## src/rtl/wb_queue_if.sv

```systemverilog
// wb_queue_if: bundles the MEM-side push handshake and the register-file
// write port of the writeback queue.
//   master : the producer and write-port side. It drives in_* and wb_stall,
//            and it observes in_ready, wb_en, wb_dest, wb_value, pending and count.
//   slave  : the queue itself.
interface wb_queue_if #(
  parameter int depth       = 15,
  parameter int lengt       = 32,
  parameter int clog2_depth = $clog2(depth),
  parameter int fifo_depth  = 4
);
  logic                            in_valid;
  logic                            in_ready;
  logic                            in_wb_en;
  logic                            in_mem_r_en;
  logic [clog2_depth-1:0]          in_dest;
  logic [lengt-1:0]                in_alu_result;
  logic [lengt-1:0]                in_mem_result;
  logic                            wb_stall;
  logic                            wb_en;
  logic [clog2_depth-1:0]          wb_dest;
  logic [lengt-1:0]                wb_value;
  logic [depth-1:0]                pending;
  logic [$clog2(fifo_depth):0]     count;

  modport master (
    output in_valid, in_wb_en, in_mem_r_en, in_dest, in_alu_result, in_mem_result, wb_stall,
    input  in_ready, wb_en, wb_dest, wb_value, pending, count
  );

  modport slave (
    input  in_valid, in_wb_en, in_mem_r_en, in_dest, in_alu_result, in_mem_result, wb_stall,
    output in_ready, wb_en, wb_dest, wb_value, pending, count
  );
endinterface

```

## src/rtl/wb_queue.sv

```systemverilog
// wb_queue: an in-order writeback buffer that sits between MEM/WB and the register file.
//   clk, rst : clock, and an asynchronous active-high reset that drops all entries.
//   bus      : a wb_queue_if.slave port.
//              - Push side: in_valid/in_ready handshake. When in_wb_en=1 the entry
//                {in_dest, ALU result or load data} is enqueued. Load data is chosen
//                when in_mem_r_en=1.
//              - Write side: wb_en, wb_dest and wb_value are driven from the queue head.
//                The write side is held while wb_stall=1.
//              - Status: pending is the per-register mask of buffered destinations.
//                count is the number of occupied entries.
module wb_queue #(
  parameter int depth       = 15,
  parameter int lengt       = 32,
  parameter int clog2_depth = $clog2(depth),
  parameter int fifo_depth  = 4
) (
  input  logic          clk,
  input  logic          rst,
  wb_queue_if.slave     bus
);
  localparam int PW = $clog2(fifo_depth);
  localparam int CW = PW + 1;

  logic [clog2_depth-1:0] dest_mem  [fifo_depth];
  logic [lengt-1:0]       value_mem [fifo_depth];
  logic [fifo_depth-1:0]  valid_reg;
  logic [PW-1:0]          rd_ptr_reg;
  logic [PW-1:0]          wr_ptr_reg;
  logic [CW-1:0]          count_reg;

  logic not_empty;
  logic pop;
  logic enq;

  assign not_empty = (count_reg != '0);
  assign pop       = not_empty & ~bus.wb_stall;
  // A pop frees the head slot during the same edge, so a full queue can still
  // accept an entry while it is draining.
  assign bus.in_ready = (count_reg < CW'(fifo_depth)) | pop;
  assign enq       = bus.in_valid & bus.in_ready & bus.in_wb_en;

  assign bus.wb_en    = pop;
  assign bus.wb_dest  = not_empty ? dest_mem[rd_ptr_reg]  : '0;
  assign bus.wb_value = not_empty ? value_mem[rd_ptr_reg] : '0;
  assign bus.count    = count_reg;

  // Payload storage needs no reset, because valid_reg and count_reg gate every use of it.
  always_ff @(posedge clk) begin
    if (enq) begin
      dest_mem[wr_ptr_reg]  <= bus.in_dest;
      value_mem[wr_ptr_reg] <= bus.in_mem_r_en ? bus.in_mem_result : bus.in_alu_result;
    end
  end

  always_ff @(posedge clk or posedge rst) begin
    if (rst) begin
      valid_reg  <= '0;
      rd_ptr_reg <= '0;
      wr_ptr_reg <= '0;
      count_reg  <= '0;
    end else begin
      if (pop) begin
        valid_reg[rd_ptr_reg] <= 1'b0;
        rd_ptr_reg            <= rd_ptr_reg + PW'(1);
      end
      // This assignment comes after the pop clear, so that when the queue is full
      // and pushes and pops in the same cycle, the reused slot ends up valid.
      if (enq) begin
        valid_reg[wr_ptr_reg] <= 1'b1;
        wr_ptr_reg            <= wr_ptr_reg + PW'(1);
      end
      case ({enq, pop})
        2'b10:   count_reg <= count_reg + CW'(1);
        2'b01:   count_reg <= count_reg - CW'(1);
        default: count_reg <= count_reg;
      endcase
    end
  end

  // Each register bit ORs its matches over the valid entries. A destination
  // of depth or higher matches no bit, so such an entry sets no pending bit.
  for (genvar gi = 0; gi < depth; gi++) begin : g_pend
    logic [fifo_depth-1:0] hit;
    for (genvar gj = 0; gj < fifo_depth; gj++) begin : g_ent
      assign hit[gj] = valid_reg[gj] && (dest_mem[gj] == clog2_depth'(gi));
    end
    assign bus.pending[gi] = |hit;
  end
endmodule

```

## src/flat_wrapper.sv

```systemverilog
// flat-port wrapper written by rule: the top's interface ports become plain ports
module wb_queue_flat 
#(
  parameter int depth       = 15,
  parameter int lengt       = 32,
  parameter int clog2_depth = $clog2(depth),
  parameter int fifo_depth  = 4
)
  (clk, rst, bus_in_valid, bus_in_wb_en, bus_in_mem_r_en, bus_in_dest, bus_in_alu_result, bus_in_mem_result, bus_wb_stall, bus_in_ready, bus_wb_en, bus_wb_dest, bus_wb_value, bus_pending, bus_count);
  wb_queue_if #(.depth(depth), .lengt(lengt), .clog2_depth(clog2_depth), .fifo_depth(fifo_depth)) bus_i ();
  input  logic clk;
  input  logic rst;
  input wire logic [$bits(bus_i.in_valid)-1:0] bus_in_valid;
  input wire logic [$bits(bus_i.in_wb_en)-1:0] bus_in_wb_en;
  input wire logic [$bits(bus_i.in_mem_r_en)-1:0] bus_in_mem_r_en;
  input wire logic [$bits(bus_i.in_dest)-1:0] bus_in_dest;
  input wire logic [$bits(bus_i.in_alu_result)-1:0] bus_in_alu_result;
  input wire logic [$bits(bus_i.in_mem_result)-1:0] bus_in_mem_result;
  input wire logic [$bits(bus_i.wb_stall)-1:0] bus_wb_stall;
  output wire logic [$bits(bus_i.in_ready)-1:0] bus_in_ready;
  output wire logic [$bits(bus_i.wb_en)-1:0] bus_wb_en;
  output wire logic [$bits(bus_i.wb_dest)-1:0] bus_wb_dest;
  output wire logic [$bits(bus_i.wb_value)-1:0] bus_wb_value;
  output wire logic [$bits(bus_i.pending)-1:0] bus_pending;
  output wire logic [$bits(bus_i.count)-1:0] bus_count;
  assign bus_i.in_valid = bus_in_valid;
  assign bus_i.in_wb_en = bus_in_wb_en;
  assign bus_i.in_mem_r_en = bus_in_mem_r_en;
  assign bus_i.in_dest = bus_in_dest;
  assign bus_i.in_alu_result = bus_in_alu_result;
  assign bus_i.in_mem_result = bus_in_mem_result;
  assign bus_i.wb_stall = bus_wb_stall;
  assign bus_in_ready = bus_i.in_ready;
  assign bus_wb_en = bus_i.wb_en;
  assign bus_wb_dest = bus_i.wb_dest;
  assign bus_wb_value = bus_i.wb_value;
  assign bus_pending = bus_i.pending;
  assign bus_count = bus_i.count;
  wb_queue #(.depth(depth), .lengt(lengt), .clog2_depth(clog2_depth), .fifo_depth(fifo_depth)) u_core (.clk(clk), .rst(rst), .bus(bus_i));
endmodule
```

## config.mk

```make
export PLATFORM = sky130hd
export DESIGN_NAME = wb_queue_flat
export DESIGN_NICKNAME = d
export VERILOG_FILES = /design/src/rtl/wb_queue_if.sv /design/src/rtl/wb_queue.sv /design/src/flat_wrapper.sv
export SDC_FILE = /design/constraint.sdc
export NUM_CORES = 1
export LEC_CHECK = 0
export CAP_MARGIN = 5
export CORE_MARGIN = 1.5
export CORE_UTILIZATION = 50
export DETAILED_ROUTE_END_ITERATION = 16
export HOLD_SLACK_MARGIN = 0.03
export PLACE_DENSITY = 0.77
export SETUP_SLACK_MARGIN = 0.3
export SYNTH_ARGS = -nofsm -noshare
export SYNTH_HDL_FRONTEND = slang
export SYNTH_SLANG_ARGS = --single-unit
```

## constraint.sdc

```tcl
create_clock -name clk -period 2.85 [get_ports clk]
set_clock_uncertainty 0.1 [all_clocks]
set_input_delay 0.57 -clock clk [delete_from_list [all_inputs] [get_ports clk]]
set_output_delay 0.57 -clock clk [all_outputs]
set_load 0.01 [all_outputs]
```

---- Word level (Yosys, flattened, before mapping) ----
Memory sizes are Yosys's and may differ from the RTL's.
Cells that the tools add are included.
operators by class
  bitwise operators ....................... 8
  magnitude comparators ................... 5
  muxes and demuxes ....................... 12
  add/subtract/negate cells ............... 4
  reduce and logical (&&, ||, !) cells .... 83
  equal/unequal tests ..................... 58
operator list
  kind                 number
  $eq 4x4->1 const B   28
  $eq 4x3->1 const B   16
  $mux 32              2
  $logic_and 1x1->1    62
  $reduce_or 4->1      15
  $eq 4x2->1 const B   8
  $eq 4x1->1 const B   4
  $logic_not 4->1      4
  $mux 4               3
  $lt 2x3->1 const B   2
  $pmux 3 s2           1
  $add 2x1->2 const B  2
  $and 4x4->4          1
  $demux 1 s2          2
  $ge 2x1->1 const B   2
  $mux 1               4
  $not 4->4            1
  $or 4x4->4           1
  $add 3x1->3 const B  1
  $and 1x1->1          3
  $lt 3x3->1 const B   1
  $reduce_bool 3->1    1
  $sub 3x1->3 const B  1
  $eq 2x1->1 const B   1
  other kinds (4)      4
word-level totals
  memory bits (writable) .................. 144
  output and inout port bits .............. 56
  flip-flop bits (word level) ............. 11
  memories kept ........................... 2
  input bits .............................. 74
memory list
  memory            words  bits a word  read ports  clocked after Yosys merged registers in  wr ports  line            RTL
  u_core.value_mem  4      32           1           0                                        1         wb_queue.sv:25  logic [lengt-1:0] value_mem [fifo_depth];
  u_core.dest_mem   4      4            5           0                                        1         wb_queue.sv:24  logic [clog2_depth-1:0] dest_mem [fifo_depth];

---- Depth between registers and ports, before layout ----
  word-level depth ........................ 9
  gate-level depth with buffers ........... 9
  mapped depth without buffers ............ 8

---- Least setup slack after synthesis ----
OpenSTA, ideal clock, no wires.
  path kind ............................... input port to flip-flop
  start ................................... input bus_wb_stall
  end ..................................... memory u_core.dest_mem[0][0] (netlist name), enable pin
  path buffers ............................ 1
  stages on the path ...................... 4
  arrival ................................. 1.948 ns
  path slack .............................. 0.405 ns
  cells stage by stage .................... nand2_1 > and3_1 > buf_2 > and2_1
between the ends
  longest elaborated chain between the ends .. 7
RTL lines
  item                          line                RTL
  from (decl)                   flat_wrapper.sv:19  input wire logic [$bits(bus_i.wb_stall)-1:0] bus_wb_stall;
  $not 1->1                     wb_queue.sv:36      assign pop = not_empty & ~bus.wb_stall;
  $and 1x1->1                   wb_queue.sv:36
  $or 1x1->1                    wb_queue.sv:39      assign bus.in_ready = (count_reg < CW'(fifo_depth)) | pop;
  $and 1x1->1 (2 in a row)      wb_queue.sv:40      assign enq = bus.in_valid & bus.in_ready & bus.in_wb_en;
  $mux 1                        wb_queue.sv:49      if (enq) begin
  $mux 1 (implied by the code)  wb_queue.sv:50      dest_mem[wr_ptr_reg] <= bus.in_dest;
  to (decl)                     wb_queue.sv:24
No other way between the ends.

---- Worst setup path in the final report ----
  start ................................... register u_core.rd_ptr_reg[0]
  end ..................................... output bus_wb_value[14]
between the ends
  longest elaborated chain between the ends .. 2
RTL lines
  item                    line                RTL
  from (decl)             wb_queue.sv:27      logic [PW-1:0] rd_ptr_reg;
  from (signal assigned)  wb_queue.sv:64      rd_ptr_reg <= rd_ptr_reg + PW'(1);
  $mem_v2 4x32            --
  $mux 32                 wb_queue.sv:44      assign bus.wb_value = not_empty ? value_mem[rd_ptr_reg] : '0;
  to (decl)               flat_wrapper.sv:23  output wire logic [$bits(bus_i.wb_value)-1:0] bus_wb_value;
No other way between the ends.

==> results.sh <==
export IMPL_wire_per_inst_um=21.29
export IMPL_synthAdderAreaFrac_pct=1.886
export IMPL_io_pins=130
export IMPL_dp_slack_ps=157.6
export IMPL_placed_cell_area_um2=8645
export IMPL_syn_area_per_cell_um2=17.32
export IMPL_timing_final_crit_share_pct=91.47
export IMPL_clock_path_buffers=2
export IMPL_swShare_pct=29.62
export IMPL_grt_usage_pct=23.14
export IMPL_synth_edf_count=144
export IMPL_drtAntennaViolNets=0
export IMPL_cts_tree="built"
export IMPL_drt_iter0_markers=226
export IMPL_drt_first_pass_iters=5
export IMPL_cpLargestDelayFamily="buffers and inverters"
export IMPL_root_buffer="clkbuf_16"
export IMPL_vias_per_cell=5.619
export IMPL_p_int_mw=6.488
export IMPL_outcome="completed"
export IMPL_hold_viol_final=0
export IMPL_coreArea_um2=13830
export IMPL_synth_warnings=0
export IMPL_async_flop_share_pct=7.097
export IMPL_finalMaxSlewViolations=0
export IMPL_hold_buffers=0
export IMPL_ys_seq_area_share_pct=65.40
export IMPL_n_antenna_cell=0
export IMPL_cts_inserted_buffers=17
export IMPL_setup_tns_ps=0
export IMPL_tightest_slew_ps=455.6
export IMPL_die_x_um=121.6
export IMPL_p_sw_mw=2.730
export IMPL_synth_distinct_cells=38
export IMPL_synth_nets=490
export IMPL_max_stage_delay_ps=440
export IMPL_grt_pass1_wl_um=24790
export IMPL_fin_hold_ws_ps=370.2
export IMPL_first_global_vias=4574
export IMPL_synthMuxAreaShare_pct=17.13
export IMPL_crit_path_end_kind="output port"
export IMPL_final_area_um2=9868
export IMPL_p_seq_share_pct=32.1
export IMPL_critPathArrivalTime_ps=1940
export IMPL_cp_required_ps=2180
export IMPL_route_detailed_drc=0
export IMPL_layout_drive_gt1_share_pct=41.36
export IMPL_die_y_um=121.6
export IMPL_cts_htree_levels=4
export IMPL_max_slew_margin_rel_pct=69.63
export IMPL_drv_cap=0
export IMPL_netlist_area_um2=7033
export IMPL_final_setup_viol_count=0
export IMPL_hp_class="input port to async pin"
export IMPL_nets=673
export IMPL_netlist_top_cells_area="edfxtp_1, mux4_2, mux2_2"
export IMPL_largest_reg_flops=128
export IMPL_rsz0062_at_grt="yes"
export IMPL_combPwrFrac_pct=41.7
export IMPL_path_clk_slew_ps=60
export IMPL_dp_cells=711
export IMPL_path_cells="buf_12 -> buf_4 -> buf_4 -> mux4_2 -> nor2b_4 -> buf_6"
export IMPL_worst_path_buf_inv=4
export IMPL_critPathMaxFanout=5
export IMPL_synth_top_family_by_area="multiplexers"
export IMPL_layoutNonFillerInstCount=782
export IMPL_globalplace_congestion=0.8541
export IMPL_period_minus_slack_ps=2607
export IMPL_via_count=4394
export IMPL_synthXorXnorAreaFrac_pct=0.6227
export IMPL_ys_flop_type="edfxtp_1"
export IMPL_grt_max_degree=41
export IMPL_yosys_area_share_simple_pct=8.219
export IMPL_synth_compound_area_share_pct=4.430
export IMPL_syn2layout_area_growth_pct=40.31
export IMPL_max_freq_ghz=0.3836
export IMPL_p_leak_nw=3.649
export IMPL_slowest_stage="dfrtp_2"
export IMPL_yosys_register_bits=155
export IMPL_peakVddDrop_v=0.0005640
export IMPL_power_density_nw_per_um2=934.1
export IMPL_rows=43
export IMPL_portBuffers=129
export IMPL_start_util_pct=50.86
export IMPL_p_clk_share_pct=26.1
export IMPL_critPathKind="flop to output port"
export IMPL_synthCells=406
export IMPL_clock_latency_ps=410
export IMPL_antenna_found_initial=0
export IMPL_routed_wirelength_um=16650
export IMPL_dp_final_hpwl_um=9984
export IMPL_fin_ws_ps=243.0
export IMPL_critical_path_most_common_cell="buf_4"
export IMPL_synth_top_area_share_pct=61.48
export IMPL_grt_overflow=0
export IMPL_cp_start_kind="flop"
export IMPL_yosysTopAreaCell="edfxtp_1"
export IMPL_cts_sinks=155
export IMPL_dieArea_um2=14790
==> cell usage after synthesis (7+ instances only) <==
library cell	instances
buf_2	8
clkbuf_1	7
dfrtp_1	11
edfxtp_1	144
ha_1	9
inv_1	11
mux2_2	33
mux4_2	36
nand2_1	8
nand3b_1	7
nor2_1	10
nor2b_1	42
o22ai_1	8
==> placed cells by master, fill, tap and decap left out, types with 4 or more instances in the layout <==
| cell | instances |
|---|---|
| edfxtp_1 | 144 |
| clkdlybuf4s50_1 | 77 |
| buf_4 | 37 |
| mux4_2 | 36 |
| mux2_2 | 33 |
| nor2b_1 | 24 |
| buf_6 | 22 |
| clkbuf_16 | 19 |
| nor2b_4 | 18 |
| clkbuf_2 | 17 |
| inv_1 | 11 |
| buf_2 | 10 |
| nor2_1 | 9 |
| ha_1 | 9 |
| nand2_1 | 8 |
| buf_12 | 8 |
| nand3b_1 | 7 |
| inv_6 | 6 |
| dfrtp_2 | 6 |
| nand2b_1 | 5 |
| dlygate4sd2_1 | 5 |
| dfrtp_1 | 5 |
| xnor2_1 | 4 |
| and3_1 | 4 |
| o31a_1 | 4 |
| a21o_1 | 4 |
| and2_2 | 4 |
| or3b_4 | 4 |
| o22ai_2 | 4 |
| a221o_1 | 4 |
| o22ai_1 | 4 |
| o221ai_1 | 4 |
| bufinv_16 | 4 |
==> cell type report <==
cell class	count	area, um2
clock buffers	18	429.2
flip-flops and latches	155	4607
fillers	853	3959
repair buffers	185	1841
multi-input cells	219	2517
clock inverters	14	207.7
inverters	11	41.29
well taps	180	225.2
==> cell families after synthesis <==
group,Yosys count
xor gates and xnor gates,5
and+or+nand+nor,95
adders and majority gates,10
buffers and inverters,32
muxes,71
DFF,155
AOI/OAI and AO/OA,38
==> layer usage <==
metal / up-vias / track usage (%) / part of all wire (%)
met5: - / 0 / 0
met4: 0 / 9.485 / 2.5
met3: 27 / 4.120 / 5.9
met2: 185 / 39.97 / 52
met1: 2198 / 29.08 / 40
li1: 1984 / - / -
==> stage by stage <==
step / power (mW) / utilization (%)
global placement: 6.156 / 62.52
detailed placement: 6.190 / 62.52
finish: 9.218 / 71.37
floorplan: 4.745 / -
global route: 9.626 / 71.37
CTS: 8.725 / 69.60
==> path summary, 6_finish.rpt <==
kind	startpoint	endpoint	slack, ps	cells past startpoint
hold reg to reg	u_core.bus.count[2]	u_core.bus.count[2]	430	1
setup / recovery	u_core.rd_ptr_reg[0]	bus_wb_value[14]	240	6
hold / removal	rst	u_core.rd_ptr_reg[1]	370	2
min in group clk	u_core.bus.count[2]	u_core.bus.count[2]	430	1
setup reg to reg	u_core.bus.count[2]	u_core.bus.count[2]	550	9
max in group asynchronous	rst	u_core.rd_ptr_reg[0]	1940	2
==> worst register-to-register path, cell delays in order, from the launching register on <==
cell and delay, ps:
dfrtp_2 450, nor3_4 230, buf_4 150, buf_12 170, nor2_2 80, ha_1 240, fa_1 390, xnor2_1 130
nor2_1 120, xor2_1 150
==> power groups by stage <==
stage / Sequential [mW] / Combinational, mW / Clock, mW
finish: 2.96 / 3.85 / 2.41
global route: 2.98 / 4.10 / 2.54
CTS: 2.96 / 3.33 / 2.43
detailed placement: 3.00 / 3.19 / 0
global placement: 2.99 / 3.17 / 0
floorplan: 2.94 / 1.80 / 0
==> what timing repair did <==
item | 4_1_cts | 5_1_grt
gates resized for setup | 118 | 142
pin swaps | 6 | 6
buffers inserted | 29 | 5
endpoints found under the setup margin | 52 | 46
cloned | 3 | 2
Note: power is estimated with default switching activity, not from simulation.
